### src/rtl/clk_div_ctrl.sv
// Run-time controller for a divided clock: start/stop and half-period reprogramming,
// with ratio changes and stops landing only on full-period boundaries (no runt pulses).
module clk_div_ctrl #(
  parameter int unsigned CNT_W    = 8,
  parameter int unsigned DEF_HALF = 2
) (
  input  logic             clk_i,
  input  logic             rst_i,
  input  logic             start_i,
  input  logic             stop_i,
  input  logic             cfg_valid_i,
  input  logic [CNT_W-1:0] cfg_half_i,
  output logic             cfg_ready_o,
  output logic             cfg_err_o,
  output logic             clk_out_o,
  output logic             tick_o,
  output logic [1:0]       state_o
);

  typedef enum logic [1:0] {
    ST_IDLE = 2'd0,
    ST_RUN  = 2'd1,
    ST_STOP = 2'd2
  } state_e;

  state_e           state_q;
  logic [CNT_W-1:0] cnt_q;
  logic [CNT_W-1:0] cur_h_q;
  logic [CNT_W-1:0] pend_h_q;
  logic             pend_v_q;
  logic             cfg_ready_q;
  logic             cfg_err_q;
  logic             clk_out_q;
  logic             tick_q;

  logic cfg_fire;
  logic cfg_zero;
  logic cfg_take;
  logic phase_end;
  logic keep_run;

  assign cfg_fire  = cfg_valid_i && cfg_ready_q;
  assign cfg_zero  = (cfg_half_i == '0);
  assign cfg_take  = cfg_fire && !cfg_zero;
  assign phase_end = (cnt_q == (cur_h_q - CNT_W'(1)));
  // At a boundary the clock keeps running unless a stop is in progress and not cancelled.
  assign keep_run  = (state_q == ST_RUN) || (start_i && !stop_i);

  always_ff @(posedge clk_i) begin
    if (rst_i) begin
      state_q     <= ST_IDLE;
      cnt_q       <= '0;
      cur_h_q     <= CNT_W'(DEF_HALF);
      pend_h_q    <= '0;
      pend_v_q    <= 1'b0;
      cfg_ready_q <= 1'b1;
      cfg_err_q   <= 1'b0;
      clk_out_q   <= 1'b0;
      tick_q      <= 1'b0;
    end else begin
      tick_q    <= 1'b0;
      cfg_err_q <= cfg_fire && cfg_zero;
      case (state_q)
        ST_IDLE: begin
          if (cfg_take) begin
            cur_h_q <= cfg_half_i;
          end
          if (start_i) begin
            state_q   <= ST_RUN;
            clk_out_q <= 1'b1;
            tick_q    <= 1'b1;
            cnt_q     <= '0;
          end
        end
        ST_RUN, ST_STOP: begin
          if (!(phase_end && !clk_out_q)) begin
            // Inside a period: count, fall at mid-period, park any new config.
            if (phase_end) begin
              cnt_q     <= '0;
              clk_out_q <= 1'b0;
            end else begin
              cnt_q <= cnt_q + CNT_W'(1);
            end
            if (cfg_take) begin
              pend_h_q    <= cfg_half_i;
              pend_v_q    <= 1'b1;
              cfg_ready_q <= 1'b0;
            end
            if (state_q == ST_RUN && stop_i) begin
              state_q <= ST_STOP;
            end else if (state_q == ST_STOP && start_i && !stop_i) begin
              state_q <= ST_RUN;
            end
          end else begin
            // Period boundary: a config offered on this very edge is newer than any pending one.
            cnt_q <= '0;
            if (cfg_take) begin
              cur_h_q <= cfg_half_i;
            end else if (pend_v_q) begin
              cur_h_q <= pend_h_q;
            end
            pend_v_q    <= 1'b0;
            cfg_ready_q <= 1'b1;
            if (keep_run) begin
              clk_out_q <= 1'b1;
              tick_q    <= 1'b1;
              state_q   <= stop_i ? ST_STOP : ST_RUN;
            end else begin
              state_q <= ST_IDLE;
            end
          end
        end
        default: begin
          state_q   <= ST_IDLE;
          clk_out_q <= 1'b0;
          cnt_q     <= '0;
        end
      endcase
    end
  end

  assign cfg_ready_o = cfg_ready_q;
  assign cfg_err_o   = cfg_err_q;
  assign clk_out_o   = clk_out_q;
  assign tick_o      = tick_q;
  assign state_o     = state_q;

endmodule

### config.mk
export PLATFORM = sky130hd
export DESIGN_NAME = clk_div_ctrl
export DESIGN_NICKNAME = d
export VERILOG_FILES = /design/src/rtl/clk_div_ctrl.sv
export SDC_FILE = /design/constraint.sdc
export NUM_CORES = 1
export LEC_CHECK = 0
export BUFFER_PORTS_ARGS = -buffer_cell sky130_fd_sc_hd__buf_2
export CORE_ASPECT_RATIO = 1.75
export CORE_MARGIN = 3
export CORE_UTILIZATION = 35
export DETAILED_ROUTE_END_ITERATION = 10
export SETUP_SLACK_MARGIN = 0.15
export SYNTH_ARGS = -nofsm -noshare
export SYNTH_HDL_FRONTEND = slang
export SYNTH_SLANG_ARGS = --single-unit
### constraint.sdc
create_clock -name clk_i -period 2.7 [get_ports clk_i]
set_input_delay 0.54 -clock clk_i [delete_from_list [all_inputs] [get_ports clk_i]]
set_output_delay 0.54 -clock clk_i [all_outputs]
set_load 0.01 [all_outputs]
==> results of run 1 <==
[final timing paths]
kind	from	end	slack, ps	cells after the start
setup / recovery	cur_h_q[0]	tick_o	180	9
hold / removal	pend_h_q[0]	pend_h_q[0]	480	2
setup reg to reg	cur_h_q[0]	tick_o	180	9
hold reg to reg	pend_h_q[0]	pend_h_q[0]	480	2
[cell usage in the layout, fill, tap and decap left out, types with 2 or more instances in the layout]
cell      Yosys  final
dfxtp_1      31     29
nor2_1       27     26
nand2_1      22     22
buf_2         1     18
a21oi_1      12     12
xor2_1       11     11
a211oi_1     10     10
o21ai_0      11      9
inv_1         9      8
buf_4         1      8
mux2i_1       7      7
nor3_1        7      6
nor4_1        6      5
ha_1          6      5
clkbuf_8      0      5
nand2b_1      4      4
xnor2_1       4      4
nand4_1       3      3
or4_4         1      2
o21ai_1       0      2
nor2b_1       2      2
o31ai_1       2      2
and3_1        2      2
[worst reg2reg max path: cells and delay by family, from the launching register on]
family / cells / cell delay [ps]
and+or+nand+nor: 5 / 1570
DFF: 1 / 360
AOI/OAI and AO/OA: 2 / 290
buffers and inverters: 1 / 90
adders and majority gates: 1 / 150
[logic make-up after synthesis]
kind of cell               Yosys count  synth area share [%]
AOI/OAI and AO/OA                   50                  20.7
xor gates and xnor gates            15                  7.41
adders and majority gates            6                  4.23
buffers and inverters               18                  4.73
DFF                                 31                  35.0
muxes                                8                  4.59
and+or+nand+nor                     84                  23.3
[routing by layer]
layer | wire length (um) | global-route usage (%) | vias to the layer above | part of all wire [%]
met2 | 2460 | 27.9 | 40 | 57
met1 | 1510 | 13.9 | 773 | 35
met4 | 177 | 8.53 | 0 | 4.1
met3 | 150 | 3.09 | 15 | 3.5
li1 | - | - | 811 | -
met5 | 0 | 0 | - | 0
[timing repair]
item | 4_1_cts | 5_1_grt
gates cloned | 0 | 1
setup endpoints to repair | 14 | 28
gates resized for setup | 4 | 13
setup buffers | 0 | 2
pin swaps | 0 | 10
[registers in the layout, indices dropped and copies added, names as in the netlist]
signal and count:
cfg_err_o 1, cfg_ready_o 1, clk_out_o 1, cnt_q 8
cur_h_q 8, pend_h_q 8, pend_v_q 1, state_o 2
tick_o 1
[through the flow]
stage	hold slack [ps]	util, %	power, mW
floorplan	451	-	1.39
global placement	464	40.3	1.60
detailed placement	469	40.3	1.60
CTS	479	42.4	1.99
global route	506	43.9	2.24
finish	478	43.9	2.09
[area by class of cell]
class | count | area [um^2]
inverter | 9 | 33.8
clock buffer | 6 | 72.6
tap | 52 | 65.1
sequential | 31 | 626
fill | 503 | 2690
clock inverter | 2 | 12.5
timing repair buffer | 27 | 161
multi-input combinational | 164 | 1130
[power by group through the flow]
stage               clock network, mW  logic (mW)  registers, mW
floorplan                           0       0.717          0.669
global placement                    0       0.906          0.691
detailed placement                  0       0.909          0.696
CTS                             0.373       0.927          0.686
global route                    0.395        1.13          0.717
finish                          0.362        1.03          0.698
==> metrics.txt, run 1 <==
run status=finished, final reports clean; Hold Fails Final Rpt=0; TritonRoute pass-1 iters=4; Synth area leaders=dfxtp_1 35%, nor2_1 5.7%, xor2_1 5.4%; Pint=1.19 mW; TritonCTS clock tree=yes; Layout Cells excl Fill=291; row count=33; Worst path top cell family by delay=simple AND/OR/NAND/NOR gates; final setup violation count=0; port buffer count=18; WL final=4300 um; crit-path max FO=6; CP max stage delay=430 ps; vias in the first global route=1590; Synth top area share=35.0%; Slowest cell on crit path=or4_4; TritonCTS Buffers=5; Cell Area, Synth=1770 um^2; VDD IR-drop max=517 uV; Sw Pwr=0.893 mW; final worst-path cycle share=93.3%; WP data required=2910 ps; vias=1639; clk_lat worst skew=280 ps; WP data arrival=2730 ps; Logic pwr share=49.2%; setup TNS=0 ps; initial antenna violation count=0; global-route usage over all layers=14.9%; Final Slew Violations=0; Worst setup EP type=register; antenna cells=0; CTS H-Tree Depth=2; Final Skew=5.83 ps; CTS sink cnt=31; Yosys reg bits=31; Max-slew headroom=65.8%; CORE AREA=4790 um^2; clk slew on worst S/H paths=70 ps; Mean Syn Cell Area=8.36 um^2; number of synthesized flops with an enable pin=0; CP Buf/Inv Count=1; DRC=0; Distinct cells, synth=48; Synth area leader=dfxtp_1; most frequent cell after synthesis=dfxtp_1; Die Area=5990 um^2; type of origin of the critical path=register; WS Path Type=reg2reg; share of layout cells above drive strength 1=21.3%; final worst slack=180 ps; Setup WS pre-CTS=86.1 ps; fin area=2100 um^2; DRT antenna net count=0; YS warnings=0; Net Sw Frac=42.8%; fmax=397 MHz; CP Cell Sequence=inv_1 -> ha_4 -> or3b_4 -> nor3b_4 -> nor3_2 -> or3_1 -> or4_4 -> o21bai_1 -> a21boi_1; synthesis-to-layout area growth=18.6%; most used flip-flop cell after synthesis=dfxtp_1; Longest Clk Path Bufs=2; leakage=0.854 nW; hold_buf cts=0; clock power share=17.4%; first-pass GRT wire length=6770 um; Mapped Cells=212; RD Place Congestion=0.861; max_cap viols=0; Initial Util=37.0%; pin count of the biggest net entering global routing=28; 1st-iter DRT viols=22; part of the Yosys area used for sequential elements=35.0%; PwrDens=992 nW/um^2; commonest cells in the netlist=31 x dfxtp_1, 27 x nor2_1, 22 x nand2_1; Post-Synthesis Net Count=231; Area after DPL=1930 um^2; GRT overflow=0; drt wl/cell=14.8 um; minimum clock period after layout=2520 ps; Nets=257; worst slew pin tran=514 ps; Die Wd=59.8 um; placed insts=280; Hold WC Path Type=reg2reg; RSZ-0062 raised after global routing=yes; chip height=100 um; Async SR Flop Fraction=0%; post-DP HPWL=3040 um; mean number of vias per cell=5.63; Ports=19; Clock Tree Root=clkbuf_8; Seq pwr share=33.5%
Power figures use the tool's default switching activity.
==> run 2: changes to the inputs <==
BUFFER_PORTS_ARGS = unset   (was -buffer_cell sky130_fd_sc_hd__buf_2)
DONT_BUFFER_PORTS = 1   (was unset)
clock period = 2.8 ns   (was 2.7 ns; I/O delays follow)
==> metrics.txt, run 2 (synthesis gave the netlist of run 1 again) <==
run status=finished, final reports clean; fin area=2030 um^2; M1 wire length=1570 um; first-pass GRT wire length=6780 um; hold endpoint=state_o[1]; antenna cells=0; PwrDens=1020 nW/um^2; Die Area=5990 um^2; Clock Tree Root=clkbuf_8; VDD IR-drop max=541 uV; WP data required=3020 ps; vias in the first global route=1486; Worst setup EP type=register; Met2 Routed Length=2290 um; max_cap viols=0; row count=33; Logic pwr share=44.9%; Max-slew headroom=65.6%; hold_buf cts=0; initial antenna violation count=0; Ports=19; DRT antenna net count=0; chip height=100 um; port buffer count=0; minimum clock period after layout=2510 ps; post-DP HPWL=2930 um; final worst-path cycle share=89.5%; TritonCTS Buffers=5; synthesis-to-layout area growth=14.7%; setup TNS=0 ps; final setup violation count=0; worst slew pin tran=511 ps; Max Used Layer=met4; placed insts=263; leakage=0.801 nW; pin count of the biggest net entering global routing=28; 1st-iter DRT viols=33; Initial Util=37.0%; TritonCTS clock tree=yes; hold depth=1; CTS H-Tree Depth=2; WL final=4140 um; clk_lat worst skew=280 ps; Net Sw Frac=39.4%; hold_ws=342 ps; clock power share=22.3%; CP Depth=9; Final Slew Violations=0; Layout Cells excl Fill=277; GRT overflow=0; RR Startpoint=cur_h_q[0]; WP data arrival=2720 ps; Final Skew=5.28 ps; Hold WC Path Type=in2reg; Worst path top cell family by delay=simple AND/OR/NAND/NOR gates; reg-to-reg endpoint=tick_o; WS Path Type=reg2reg; Nets=243; Sw Pwr=0.815 mW; vias=1519; share of layout cells above drive strength 1=14.2%; most common cell after layout, fill and taps aside=dfxtp_1; clk slew on worst S/H paths=70 ps; cell count of the worst reg-to-reg path=9; Regs by FF count=cnt_q: 8 flops, cur_h_q: 8 flops, pend_h_q: 8 flops; RSZ-0062 raised after global routing=no; DRC=0; CP max stage delay=420 ps; crit-path max FO=6; RD Place Congestion=0.827; CORE AREA=4790 um^2; fmax=399 MHz; Slowest cell on crit path=or4_1; Area after DPL=1850 um^2; Seq pwr share=32.9%; met3 wire length=152 um; most frequent cells in the layout=31 x dfxtp_1, 27 x nor2_1, 22 x nand2_1; TritonRoute pass-1 iters=4; mean number of vias per cell=5.48; CTS sink cnt=31; global-route usage over all layers=14.6%; type of origin of the critical path=register; HP Start=rst_i; Die Wd=59.8 um; CP Buf/Inv Count=1; drt wl/cell=14.9 um; Longest Clk Path Bufs=2; CP Cell Sequence=inv_1 -> ha_1 -> or3b_4 -> nor3b_2 -> nor3_1 -> or3_1 -> or4_1 -> o21bai_1 -> a21boi_1; Pint=1.25 mW; r2r setup slk=290 ps; Hold Fails Final Rpt=0
## run 2: cell type report
| cell class | count | area [um^2] |
|---|---|---|
| clock buffers | 6 | 82.6 |
| clock inverters | 2 | 35.0 |
| fillers | 475 | 2760 |
| inverters | 9 | 33.8 |
| multi-input cells | 164 | 1100 |
| flip-flops and latches | 31 | 621 |
| well taps | 52 | 65.1 |
| repair buffers | 13 | 97.6 |
## run 2: timing repair
action / in CTS / in global routing
setup buffers: 0 / 5
setup endpoints to repair: 0 / 19
gates resized for setup: 0 / 5
## run 2: routing by layer
layer  track usage, %  vias up
li1                 -      781
met1             14.3      701
met2             26.8       27
met3             4.12       10
met4             7.00        0
met5                0        -
## run 2: worst max path at each step
stage                  to  slack (ps)       start
2_1_floorplan  cur_h_q[4]         320  cur_h_q[0]
3_3_place_gp    clk_out_o         240  cur_h_q[0]
3_5_place_dp    clk_out_o         190  cur_h_q[0]
4_1_cts         clk_out_o         180  cur_h_q[0]
5_1_grt        cur_h_q[0]         140  cur_h_q[0]
6_report           tick_o         290  cur_h_q[0]
## run 2: power by group through the flow
stage | sequential [mW] | combinational (mW) | clock (mW)
2_1_floorplan | 0.645 | 0.691 | 0
3_3_place_gp | 0.688 | 0.832 | 0
3_5_place_dp | 0.691 | 0.835 | 0
4_1_cts | 0.680 | 0.841 | 0.468
5_1_grt | 0.700 | 1.04 | 0.490
6_report | 0.680 | 0.927 | 0.460
## run 2: metrics by stage
step	util (%)	worst slack (ps)	power (mW)
final	42.5	293	2.07
after global routing	42.5	143	2.23
after CTS	41.0	177	1.99
after detailed placement	38.6	194	1.53
after global placement	38.6	240	1.52
after floorplan	-	324	1.34
## run 2: worst reg2reg max path, stage by stage, from the launching register on
cell and delay, ps:
dfxtp_1 360, inv_1 70, ha_1 200, or3b_4 410, nor3b_2 200, nor3_1 70, or3_1 390, or4_1 420
o21bai_1 170, a21boi_1 130
==> run 3: changes to the inputs <==
==> constraint.sdc (replaced) <==
create_clock -name clk_i -period 2.8 [get_ports clk_i]
set_input_delay 0.28 -clock clk_i [delete_from_list [all_inputs] [get_ports clk_i]]
set_output_delay 0.28 -clock clk_i [all_outputs]
set_load 0.01 [all_outputs]
==> metrics.txt, run 3 (synthesis gave the netlist of run 1 again) <==
run status=finished, final reports clean; reg-to-reg endpoint=clk_out_o; fillers=488; Final Slew Violations=0; VDD IR-drop max=550 uV; CTS H-Tree Depth=2; post-DP HPWL=2880 um; Clock Tree Root=clkbuf_8; CTS sink cnt=31; final worst-path cycle share=89.8%; worst slew pin tran=562 ps; mean number of vias per cell=5.63; CP Cell Sequence=inv_1 -> ha_2 -> or3b_4 -> nor3b_4 -> nor3_1 -> or3_1 -> or4_1 -> o21ai_0 -> a41o_1; Hold Fails Final Rpt=0; PwrDens=1010 nW/um^2; RD Place Congestion=0.824; DRC=0; Nets=238; Max-slew headroom=62.2%; fmax=398 MHz; RR Startpoint=cur_h_q[0]; Setup WS pre-CTS=175 ps; Worst setup EP type=register; cell count of the worst reg-to-reg path=9; Reg area=621 um^2; final worst slack=287 ps; setup TNS=0 ps; hold_buf cts=0; HP Start=rst_i; WP data arrival=2750 ps; WP data required=3030 ps; global-route usage over all layers=14.9%; drt wl/cell=14.7 um; WS Path Type=reg2reg; Power, Total=2.03 mW; DRT antenna net count=0; most common cell after layout, fill and taps aside=dfxtp_1; Die Wd=59.8 um; port buffer count=0; CORE AREA=4790 um^2; hold endpoint=pend_h_q[3]; 1st-iter DRT viols=37; first-pass GRT wire length=6810 um; Slowest cell on crit path=or4_1; vias in the first global route=1446; TritonRoute pass-1 iters=4; Ports=19; r2r setup slk=290 ps; row count=33; CP max stage delay=420 ps; clk slew on worst S/H paths=70 ps; final setup violation count=0; Hold WC Path Type=in2reg; Initial Util=37.0%; type of origin of the critical path=register; leakage=0.792 nW; hold depth=1; RSZ-0062 raised after global routing=yes; most frequent cells in the layout=31 x dfxtp_1, 27 x nor2_1, 22 x nand2_1; minimum clock period after layout=2510 ps; WL final=3990 um; initial antenna violation count=0; TritonCTS clock tree=yes; Die Area=5990 um^2; GRT overflow=0; Regs by FF count=cnt_q: 8 flops, cur_h_q: 8 flops, pend_h_q: 8 flops; antenna cells=0; synthesis-to-layout area growth=13.1%; area of the multi-input gates=1110 um^2; Longest Clk Path Bufs=2; TritonCTS Buffers=5; vias=1532; max_cap viols=0; crit-path max FO=6; pin count of the biggest net entering global routing=28; Layout Cells excl Fill=272; placed insts=260; share of layout cells above drive strength 1=12.7%; chip height=100 um; clk_lat worst skew=280 ps; Final Skew=7.77 ps
-- run 3: cell types whose count changed in the layout (fill, tap and decap cells not counted), sizes merged --
cell,before,now
buf,13,8
-- run 3: per-stage QoR --
stage                     utilization (%)  hold WS [ps]  area (um^2)
after CTS                            41.1          47.7         1970
after global placement               38.1           351         1830
final                                41.9          60.0         2010
after global routing                 41.9          48.3         2010
after floorplan                         -           416         1770
after detailed placement             38.1           354         1830
-- run 3: worst max-delay path: cells and delay by family, from the launching register on --
| family | cells | cell delay, ps |
|---|---|---|
| AO/OA/AOI/OAI | 2 | 330 |
| adder cells (fa/ha/maj) | 1 | 190 |
| flip-flops | 1 | 360 |
| buffers and inverters | 1 | 70 |
| AND/OR/NAND/NOR | 5 | 1490 |
-- run 3: layer usage --
| metal | global-route usage, % | up-vias | wire length, um |
|---|---|---|---|
| li1 | - | 773 | - |
| met3 | 3.35 | 10 | 134 |
| met5 | 0 | - | 0 |
| met2 | 26.5 | 28 | 2250 |
| met4 | 9.04 | 0 | 139 |
| met1 | 15.0 | 721 | 1460 |
-- run 3: worst max-delay path by stage --
stage / slack (ps) / cells past startpoint / end / start
finish: 290 / 9 / clk_out_o / cur_h_q[0]
global route: 110 / 9 / clk_out_o / cur_h_q[0]
CTS: 170 / 9 / clk_out_o / cur_h_q[0]
detailed placement: 170 / 9 / cur_h_q[3] / cur_h_q[0]
global placement: 240 / 9 / clk_out_o / cur_h_q[0]
floorplan: 320 / 10 / cur_h_q[4] / cur_h_q[0]
-- run 3: final cells by class --
class                           instances  share of cell area, %
Inverter                                9                   1.68
Sequential cell                        31                   30.9
Clock inverter                          2                   1.75
Tap cell                               52                   3.24
Clock buffer                            6                   4.12
Timing Repair Buffer                    8                   2.99
Multi-Input combinational cell        164                   55.3
-- run 3: report_power, final --
| part | switching (mW) | internal, mW |
|---|---|---|
| registers | 0.138 | 0.543 |
| logic | 0.487 | 0.399 |
| clock network | 0.175 | 0.288 |
-- run 3: repair_timing --
item                       4_1_cts  5_1_grt
setup endpoints to repair        3       27
resized for setup                0        7
pin swaps                        2        3
gates cloned                     1        0
buffers inserted                 2        1
